<file path="src/rtl/mx_dual_phy_pkg.sv">
// rtl/mx_dual_phy_pkg.sv - shared port indices, switch FSM states and counter helpers
// Used by the dual-PHY TX/RX select logic.
package mx_dual_phy_pkg;

  localparam int unsigned XGE   = 0;
  localparam int unsigned GBE   = 1;
  localparam int unsigned CNT_W = 16;

  typedef enum logic [1:0] {
    ST_RUN      = 2'd0,
    ST_WAIT_EOP = 2'd1,
    ST_DRAIN    = 2'd2,
    ST_SWITCH   = 2'd3
  } sw_state_e;

  function automatic logic [CNT_W-1:0] sat_inc(input logic [CNT_W-1:0] v);
    return (&v) ? v : v + CNT_W'(1);
  endfunction

endpackage

</file>
<file path="src/rtl/mx_tx_port_switch_ctrl_if.sv">
// rtl/mx_tx_port_switch_ctrl_if.sv - TX stream and per-port status bundle around the switch controller
// master: upstream/demux side; slave: the controller.
interface mx_tx_port_switch_ctrl_if;

  logic       pkt_val;
  logic       pkt_sop;
  logic       pkt_eop;
  logic       pkt_full;
  logic [1:0] port_full;
  logic [1:0] port_empty;
  logic       sel;

  modport master (
    output pkt_val, pkt_sop, pkt_eop, port_full, port_empty,
    input  pkt_full, sel
  );

  modport slave (
    input  pkt_val, pkt_sop, pkt_eop, port_full, port_empty,
    output pkt_full, sel
  );

endinterface

</file>
<file path="src/rtl/mx_bit_sync.sv">
// rtl/mx_bit_sync.sv - two-flop synchronizer with configurable reset value
// Shared by the TX and RX port-select paths.
module mx_bit_sync #(
  parameter int unsigned WIDTH             = 1,
  parameter logic [WIDTH-1:0] RESET_VAL    = '0
) (
  input  logic             clk_i,
  input  logic             rst_i,
  input  logic [WIDTH-1:0] d_i,
  output logic [WIDTH-1:0] q_o
);

  logic [WIDTH-1:0] r_meta;
  logic [WIDTH-1:0] r_sync;

  always_ff @(posedge clk_i or posedge rst_i) begin
    if (rst_i) begin
      r_meta <= RESET_VAL;
      r_sync <= RESET_VAL;
    end else begin
      r_meta <= d_i;
      r_sync <= r_meta;
    end
  end

  assign q_o = r_sync;

endmodule

</file>
<file path="src/rtl/mx_tx_port_switch_ctrl.sv">
// rtl/mx_tx_port_switch_ctrl.sv - moves the TX stream between XGE and GBE at packet boundaries after draining
// Optional statistics counters: MX_TX_SW_STAT_EN.
module mx_tx_port_switch_ctrl
  import mx_dual_phy_pkg::*;
#(
  parameter int unsigned DRAIN_CYCLES = 64,
  parameter int unsigned RESET_SEL    = 0
) (
  input  logic                      xgmii_clk_i,
  input  logic                      rst_i,
  input  logic                      sel_req_i,
  mx_tx_port_switch_ctrl_if.slave   tx_if,
  output logic                      switching_o,
  output logic [CNT_W-1:0]          switch_cnt_o,
  output logic [CNT_W-1:0]          abort_cnt_o
);

  localparam int unsigned DCW = $clog2(DRAIN_CYCLES + 1);
  localparam logic [DCW-1:0] DRAIN_LOAD = DCW'(DRAIN_CYCLES);
  localparam logic RST_SEL_B = 1'(RESET_SEL);

  sw_state_e      r_state;
  logic           r_sel;
  logic           r_target;
  logic           r_switching;
  logic           r_in_pkt;
  logic [DCW-1:0] r_drain_cnt;

  logic w_req_s;
  logic w_beat_sop;
  logic w_beat_eop;
  logic w_go_drain;
  logic w_old_empty;

  mx_bit_sync #(.WIDTH(1), .RESET_VAL(RST_SEL_B)) u_req_sync (
    .clk_i (xgmii_clk_i),
    .rst_i (rst_i),
    .d_i   (sel_req_i),
    .q_o   (w_req_s)
  );

  assign w_beat_sop  = tx_if.pkt_val & tx_if.pkt_sop;
  assign w_beat_eop  = tx_if.pkt_val & tx_if.pkt_eop;
  assign w_old_empty = tx_if.port_empty[r_sel];
  // An eop arriving with the mismatch closes the packet, so skip WAIT_EOP.
  assign w_go_drain  = (!r_in_pkt && !w_beat_sop) || w_beat_eop;

  assign tx_if.pkt_full = ((r_state == ST_DRAIN) || (r_state == ST_SWITCH)) ? 1'b1
                                                                             : tx_if.port_full[r_sel];
  assign tx_if.sel      = r_sel;
  assign switching_o    = r_switching;

  always_ff @(posedge xgmii_clk_i or posedge rst_i) begin
    if (rst_i) begin
      r_in_pkt <= 1'b0;
    end else if (w_beat_eop) begin
      r_in_pkt <= 1'b0;
    end else if (w_beat_sop) begin
      r_in_pkt <= 1'b1;
    end
  end

  always_ff @(posedge xgmii_clk_i or posedge rst_i) begin
    if (rst_i) begin
      r_state     <= ST_RUN;
      r_sel       <= RST_SEL_B;
      r_target    <= RST_SEL_B;
      r_switching <= 1'b0;
      r_drain_cnt <= DRAIN_LOAD;
    end else begin
      case (r_state)
        ST_RUN: begin
          if (w_req_s != r_sel) begin
            r_target <= w_req_s;
            if (w_go_drain) begin
              r_state     <= ST_DRAIN;
              r_drain_cnt <= DRAIN_LOAD;
              r_switching <= 1'b1;
            end else begin
              r_state <= ST_WAIT_EOP;
            end
          end
        end
        ST_WAIT_EOP: begin
          if (w_req_s == r_sel) begin
            r_state <= ST_RUN;
          end else if (w_beat_eop) begin
            r_state     <= ST_DRAIN;
            r_drain_cnt <= DRAIN_LOAD;
            r_switching <= 1'b1;
          end
        end
        ST_DRAIN: begin
          if (w_req_s == r_sel) begin
            r_state     <= ST_RUN;
            r_switching <= 1'b0;
          end else begin
            r_target <= w_req_s;
            // Any busy cycle restarts the quiet-period count.
            if (!w_old_empty) begin
              r_drain_cnt <= DRAIN_LOAD;
            end else if (r_drain_cnt == DCW'(1)) begin
              r_state <= ST_SWITCH;
            end else begin
              r_drain_cnt <= r_drain_cnt - DCW'(1);
            end
          end
        end
        ST_SWITCH: begin
          r_sel       <= r_target;
          r_state     <= ST_RUN;
          r_switching <= 1'b0;
        end
        default: begin
          r_state     <= ST_RUN;
          r_switching <= 1'b0;
        end
      endcase
    end
  end

`ifdef MX_TX_SW_STAT_EN
  logic             w_abort_evt;
  logic             w_switch_evt;
  logic [CNT_W-1:0] r_switch_cnt;
  logic [CNT_W-1:0] r_abort_cnt;

  assign w_switch_evt = (r_state == ST_SWITCH);
  assign w_abort_evt  = ((r_state == ST_WAIT_EOP) || (r_state == ST_DRAIN)) && (w_req_s == r_sel);

  always_ff @(posedge xgmii_clk_i or posedge rst_i) begin
    if (rst_i) begin
      r_switch_cnt <= '0;
      r_abort_cnt  <= '0;
    end else begin
      if (w_switch_evt) r_switch_cnt <= sat_inc(r_switch_cnt);
      if (w_abort_evt)  r_abort_cnt  <= sat_inc(r_abort_cnt);
    end
  end

  assign switch_cnt_o = r_switch_cnt;
  assign abort_cnt_o  = r_abort_cnt;
`else
  assign switch_cnt_o = '0;
  assign abort_cnt_o  = '0;
`endif

endmodule

</file>
<file path="src/flat_wrapper.sv">
// flat-port wrapper written by rule: the top's interface ports become plain ports
module mx_tx_port_switch_ctrl_flat import mx_dual_phy_pkg::*;
#(
  parameter int unsigned DRAIN_CYCLES = 64,
  parameter int unsigned RESET_SEL    = 0
)
  (xgmii_clk_i, rst_i, sel_req_i, switching_o, switch_cnt_o, abort_cnt_o, tx_if_pkt_val, tx_if_pkt_sop, tx_if_pkt_eop, tx_if_port_full, tx_if_port_empty, tx_if_pkt_full, tx_if_sel);
  mx_tx_port_switch_ctrl_if tx_if_i ();
  input  logic xgmii_clk_i;
  input  logic rst_i;
  input  logic sel_req_i;
  output logic switching_o;
  output logic [CNT_W-1:0] switch_cnt_o;
  output logic [CNT_W-1:0] abort_cnt_o;
  input wire logic [$bits(tx_if_i.pkt_val)-1:0] tx_if_pkt_val;
  input wire logic [$bits(tx_if_i.pkt_sop)-1:0] tx_if_pkt_sop;
  input wire logic [$bits(tx_if_i.pkt_eop)-1:0] tx_if_pkt_eop;
  input wire logic [$bits(tx_if_i.port_full)-1:0] tx_if_port_full;
  input wire logic [$bits(tx_if_i.port_empty)-1:0] tx_if_port_empty;
  output wire logic [$bits(tx_if_i.pkt_full)-1:0] tx_if_pkt_full;
  output wire logic [$bits(tx_if_i.sel)-1:0] tx_if_sel;
  assign tx_if_i.pkt_val = tx_if_pkt_val;
  assign tx_if_i.pkt_sop = tx_if_pkt_sop;
  assign tx_if_i.pkt_eop = tx_if_pkt_eop;
  assign tx_if_i.port_full = tx_if_port_full;
  assign tx_if_i.port_empty = tx_if_port_empty;
  assign tx_if_pkt_full = tx_if_i.pkt_full;
  assign tx_if_sel = tx_if_i.sel;
  mx_tx_port_switch_ctrl #(.DRAIN_CYCLES(DRAIN_CYCLES), .RESET_SEL(RESET_SEL)) u_core (.xgmii_clk_i(xgmii_clk_i), .rst_i(rst_i), .sel_req_i(sel_req_i), .tx_if(tx_if_i), .switching_o(switching_o), .switch_cnt_o(switch_cnt_o), .abort_cnt_o(abort_cnt_o));
endmodule
</file>
<file path="config.mk">
export PLATFORM = sky130hd
export DESIGN_NAME = mx_tx_port_switch_ctrl_flat
export DESIGN_NICKNAME = d
export VERILOG_FILES = /design/src/rtl/mx_dual_phy_pkg.sv /design/src/rtl/mx_tx_port_switch_ctrl_if.sv /design/src/rtl/mx_bit_sync.sv /design/src/rtl/mx_tx_port_switch_ctrl.sv /design/src/flat_wrapper.sv
export SDC_FILE = /design/constraint.sdc
export NUM_CORES = 1
export LEC_CHECK = 0
export CORE_MARGIN = 2
export CORE_UTILIZATION = 38
export DETAILED_ROUTE_END_ITERATION = 6
export MAX_ROUTING_LAYER = met4
export PLACE_DENSITY_LB_ADDON = 0.25
export SETUP_SLACK_MARGIN = 0.15
export SLEW_MARGIN = 10
export SYNTH_ARGS = -nofsm -noshare
export SYNTH_HDL_FRONTEND = slang
export SYNTH_SLANG_ARGS = --single-unit
</file>
<file path="constraint.sdc">
create_clock -name xgmii_clk_i -period 1.85 [get_ports xgmii_clk_i]
set_clock_uncertainty 0.05 [all_clocks]
set_input_delay 0.185 -clock xgmii_clk_i [delete_from_list [all_inputs] [get_ports xgmii_clk_i]]
set_output_delay 0.185 -clock xgmii_clk_i [all_outputs]
set_load 0.01 [all_outputs]
</file>
==> Yosys cells after proc, flatten, opt, wreduce, memory -nomap -nowiden <==
Cells that the tools add are included.
{ "word_totals": {"ff_bits": 15, "inputBits": 10, "wordCells": 73, "output_inout_bits": 35} }
{ "classes": {"order_cmp": 1, "n_mux": 32, "n_addsub": 1, "n_reduce_logical": 13, "n_eq_ne": 16, "n_bitwise": 2} }
{ "op_table": {"columns": ["operator", "count"], "rows": [
  ["2-to-1 mux 7 bit", 7],
  ["case mux 7 bit (3 select lines)", 1],
  ["2-to-1 mux 1 bit", 14],
  ["2-to-1 mux 2 bit", 7],
  ["case mux 2 bit (4 select lines)", 1],
  ["equality test 7 x 1 -> 1 bit (second input constant)", 1],
  ["AND reduction 7 bit", 1],
  ["subtractor 7 x 1 -> 7 bit (second input constant)", 1],
  ["!= test 2 x 1 -> 1 bit (second input constant)", 3],
  ["!= test 2 bit (second input constant)", 3],
  ["!= test 3 bit (second input constant)", 2],
  ["AND reduction 5 bit", 1],
  ["equality test 2 bit (second input constant)", 2],
  ["case mux 1 bit (4 select lines)", 1],
  ["AND reduction 4 bit", 1],
  ["nonzero test 2 bit", 2],
  ["!= test 3 x 1 -> 1 bit (second input constant)", 1],
  ["!= test 3 x 2 -> 1 bit (second input constant)", 1],
  ["AND reduction 3 bit", 1],
  ["nonzero test 3 bit", 1],
  ["bitwise AND 1 bit", 2],
  ["equality test 2 x 1 -> 1 bit (second input constant)", 1],
  ["logical NOT 1 bit", 2],
  ["logical NOT 2 bit", 1],
  ["other kinds (6)", 7]
]} }

==> Depth between registers and ports, before layout <==
{ "depth": {"depth_word": 7, "mapped_depth": 6, "mapped_depth_nobuf": 6} }

==> Hierarchy <==
A second synthesis with hierarchy kept.
{ "hier_totals": {"hier_cells": 115, "area_unflattened_um2": 1042.2} }
{ "modules_own_cells": {"columns": ["mod", "cells_per_inst", "seq_area_each_um2", "instances", "area_per_inst_um2"], "rows": [
  ["mx_tx_port_switch_ctrl", 112, 326.6, 1, 988.4],
  ["mx_bit_sync", 3, 50.0, 1, 53.8]
]} }

==> Worst setup path before layout <==
OpenSTA, ideal clock, no wires.
{ "synth_timing": {"path_type": "flip-flop to flip-flop", "startpoint": "register u_core.r_drain_cnt[1]", "endpoint": "register u_core.r_drain_cnt[1]", "path_stages_with_launch": 7, "setup_time_ns": 0.121, "synth_period_minus_slack_ns": 1.795, "path_buffers": 0, "required_time_ns": 1.679, "arrival_time_ns": 1.624, "slack_ns": 0.055, "cell_sequence": "dfrtp_1 -> inv_1 -> ha_1 -> or4b_4 -> o31ai_4 -> o2bb2ai_1 -> a22o_1"} }
{ "synth_via": {"elab_chain_cells": 5, "elab_cells_between_ends": 8, "cone_classes": "add/sub (1); eq/ne (2); mux (4); reduce/logical (1)"} }
{ "synth_rtl": {"columns": ["element", "line_no", "rtl"], "rows": [
  ["start: declaration", "mx_tx_port_switch_ctrl.sv:27", "logic [DCW-1:0] r_drain_cnt;"],
  ["start signal: assignment", "mx_tx_port_switch_ctrl.sv:105", "r_drain_cnt <= r_drain_cnt - DCW'(1);"],
  ["subtractor 7 x 1 -> 7 bit", "mx_tx_port_switch_ctrl.sv:105", null],
  ["2-to-1 mux 7 bit", "mx_tx_port_switch_ctrl.sv:102", "end else if (r_drain_cnt == DCW'(1)) begin"],
  ["2-to-1 mux 7 bit", "mx_tx_port_switch_ctrl.sv:100", "if (!w_old_empty) begin"],
  ["2-to-1 mux 7 bit", "mx_tx_port_switch_ctrl.sv:94", "if (w_req_s == r_sel) begin"],
  ["case mux 7 bit (3 select lines)", "mx_tx_port_switch_ctrl.sv:71", "case (r_state)"]
]} }
Parallel ways exist; a longest one is shown, timed or not. The select of a mux whose other input is x is not followed.
A chain may end at the register's enable or synchronous reset.

==> Final worst setup path <==
Ends and elaborated chain as after synthesis.

==> summary.txt <==
Critical path
  – Critical Path End Type: flip-flop
  – CP max FO: 4
  – CP Class: reg -> reg
  – R2R depth: 6
  – Setup crit start: u_core.r_drain_cnt[1]
  – Worst r2r src: u_core.r_drain_cnt[1]
  – Required @ worst endpoint: about 2000 ps
  – Worst R2R End: u_core.r_drain_cnt[1]
  – R2R setup slack: between 50 and 60 ps
  – Worst setup SP type: flip-flop
  – WP data arrival: slightly below 2000 ps

STA
  – Hold_ws: 197 ps
  – Min cycle time layout: between 1500 and 2000 ps
  – Headroom to the max-slew limit: between 50% and 60%
  – Count of final hold-check violations: 0
  – Fin worst setup slack: 59.3 ps
  – Final setup fails: 0
  – RSZ-0062 raised after global routing: yes
  – Achievable clock frequency: about 560 MHz
  – Worst Tran Pin Value: about 600 ps
  – Crit share post-route: 96.8%
  – Slew Limit Fails: 0

Synth
  – Yosys cell types: 38
  – Syn_area_per_cell: 9.27 um^2
  – Seq/Total Area, Yosys: 34.7%
  – Mapped Area: 1080 um^2
  – Syn Inst Count: between 100 and 150
  – Register bit total from synthesis: 15
  – FFs w/ async S/R, synth: 100%
  – Yosys warning count: 0
  – EDFF count, synth: 0
  – Synth Flop Type: dfrtp_1

Clock tree
  – # clock sinks: 15
  – CTS tree: yes
  – Clk_lat worst skew: 290 ps
  – Clock H-tree levels: 1
  – Cts-stage hold buffer count: 0
  – CTS max path bufs: 2
  – CTS Buf Count: 3
  – Clock transition at the registers of the reported paths: 100 ps
  – Clock Tree Root: clkbuf_4

Routing
  – Top Layer Used: met4
  – Met2 wire len: roughly 1.1 mm
  – Via count: 822
  – DRC: 0
  – WL met1: 862 um
  – Iter 0 DRT Violations: 34
  – DRT antenna net count: 0
  – Average via count per standard cell: 4.78
  – Met3 Wirelength: 177 um
  – Drt pass-1 iters: 6
  – Total routed wirelength: 2.12 mm
  – DR WL/cell: 12.3 um

Floorplan
  – Die area: 3300 um^2
  – Die Y: 57.4 um
  – CORE AREA: around 2700 um^2
  – Starting Density: 39.7%
  – Width of the die: 57.4 um
  – Row Count: 19
  – Ports: 45

Final layout
  – Number of fill cells in the layout: 250
  – Utilization after layout: 45.7%
  – N_diodes: 0
  – Share of layout cells above drive strength 1: a little under a fifth
  – Area delta synth->final: 15.2%
  – Fin nets: 154

Place
  – PortBufs: 12
  – Place WS: between 0.5 and 0.6 ps
  – DP Wirelength: 1.52 mm
  – GP Congestion: between 0.8 and 0.9

Power and ir drop
  – LEAKAGE: approximately 0.00058 uW
  – Max VDD drop: between 700 and 800 uV
  – PwrDens: 1360 nW/um^2

Global routing
  – Initial antenna violation count: 0
  – Vias in the first global route: roughly 700
  – Largest net degree at the start of global routing: 16
  – First-pass GRT wire length: 3.15 mm
  – Remaining global-route overflow: 0
  – Total Routing Usage GR: 12.6%

Run
  – Max Cap Viol: 0

Worst hold path
  – Worst hold path type: in -> async

Run status
  – Status: finished, final reports clean
-- registers in the layout (all words and copies together) (netlist names) --
signal                    count
u_core.tx_if.sel              1
u_core.r_drain_cnt            7
u_core.u_req_sync.r_meta      1
u_core.r_state                2
u_core.switching_o            1
u_core.u_req_sync.q_o         1
u_core.r_in_pkt               1
u_core.r_target               1
-- synth_stat cells, drive strengths merged (2+ instances only) --
library cell,instances,share of area (%)
ha,2,2.3
buf,33,23
a22o,2,1.6
o31ai,3,3.8
inv,8,2.8
dfrtp,14,32
nor3,2,1.4
nand3,3,1.4
nand2b,4,2.3
nor2,6,2.1
mux2i,3,2.8
nand2,7,2.4
o21ai,7,3.2
a21oi,4,1.8
-- final cells by class --
class | count | area [um^2] | share of cell area (%)
sequential | 15 | 378 | 30.2
tap | 31 | 38.8 | 3.10
inverter | 8 | 30.0 | 2.40
timing repair buffer | 22 | 194 | 15.5
multi-input combinational | 92 | 583 | 46.6
clock buffer | 4 | 26.3 | 2.10
-- how the worst max path moves through the flow --
| stage | endpoint | slack [ps] | cells after the start |
|---|---|---|---|
| floorplan | u_core.r_drain_cnt[1] | 50 | 6 |
| finish | u_core.r_drain_cnt[1] | 60 | 6 |
| global route | u_core.r_drain_cnt[1] | -20 | 6 |
| detailed placement | u_core.r_drain_cnt[1] | 0.5 | 6 |
| CTS | u_core.r_drain_cnt[1] | 40 | 6 |
| global placement | u_core.r_drain_cnt[1] | 40 | 6 |
-- critical path: stages (launching register included) --
cell and delay [ps]:
dfrtp_1 400, inv_2 80, ha_4 120, or4b_4 510
o31ai_4 240, o2bb2ai_1 90, a22o_1 200
-- stage by stage --
step / total power, uW / area, um^2 / setup TNS, ps / cells
after floorplan: 1170 / 1200 / 0 / 148
after global placement: 1370 / 1150 / 0 / 163
after detailed placement: 1380 / 1150 / 0 / 163
after CTS: 1620 / 1210 / 0 / 170
after global routing: 1830 / 1250 / -61.8 / 172
final: 1700 / 1250 / 0 / 172
-- report_power, final --
| part | internal, uW | total [uW] | switching [uW] |
|---|---|---|---|
| logic | 440 | 903 | 463 |
| registers | 449 | 598 | 149 |
| clock network | 83.9 | 194 | 110 |
-- logic make-up (layout without fill, tap and decap cells) --
group / after synthesis / in the layout / share of synthesized area (%)
DFF: 15 / 15 / 34.7
xor gates and xnor gates: 2 / 2 / 2.31
other: 1 / 32 / 0.346
AOI/OAI and AO/OA: 24 / 24 / 16.7
buffers and inverters: 41 / 34 / 25.6
adders and majority gates: 2 / 2 / 2.31
and+or+nand+nor: 28 / 28 / 14.2
muxes: 4 / 4 / 3.81
-- layout by cell type (no fill, tap or decap), types with 2 or more instances in the layout --
| cell | Yosys | final |
|---|---|---|
| conb_1 | 1 | 32 |
| dfrtp_1 | 14 | 13 |
| clkdlybuf4s50_1 | 0 | 11 |
| buf_4 | 33 | 10 |
| nand2_1 | 7 | 7 |
| nor2_1 | 6 | 6 |
| o21ai_0 | 6 | 6 |
| inv_1 | 7 | 6 |
| nand2b_1 | 4 | 4 |
| a21oi_1 | 4 | 4 |
| mux2i_1 | 3 | 3 |
| nand3_1 | 3 | 3 |
| clkbuf_4 | 0 | 3 |
| a22o_1 | 2 | 2 |
| inv_2 | 1 | 2 |
-- layer usage --
layer  up-vias  global-route usage [%]
met4         0                   0.997
met2        49                    19.2
met5         -                       -
met1       384                    16.7
met3         4                    4.76
li1        385                       -
-- what timing repair did --
| item | in CTS | in global routing |
|---|---|---|
| setup buffers | 3 | 2 |
| pin swaps | 4 | 3 |
| gates resized for setup | 5 | 4 |
| endpoints found under the setup margin | 9 | 7 |
(Power assumes the default switching activity.)
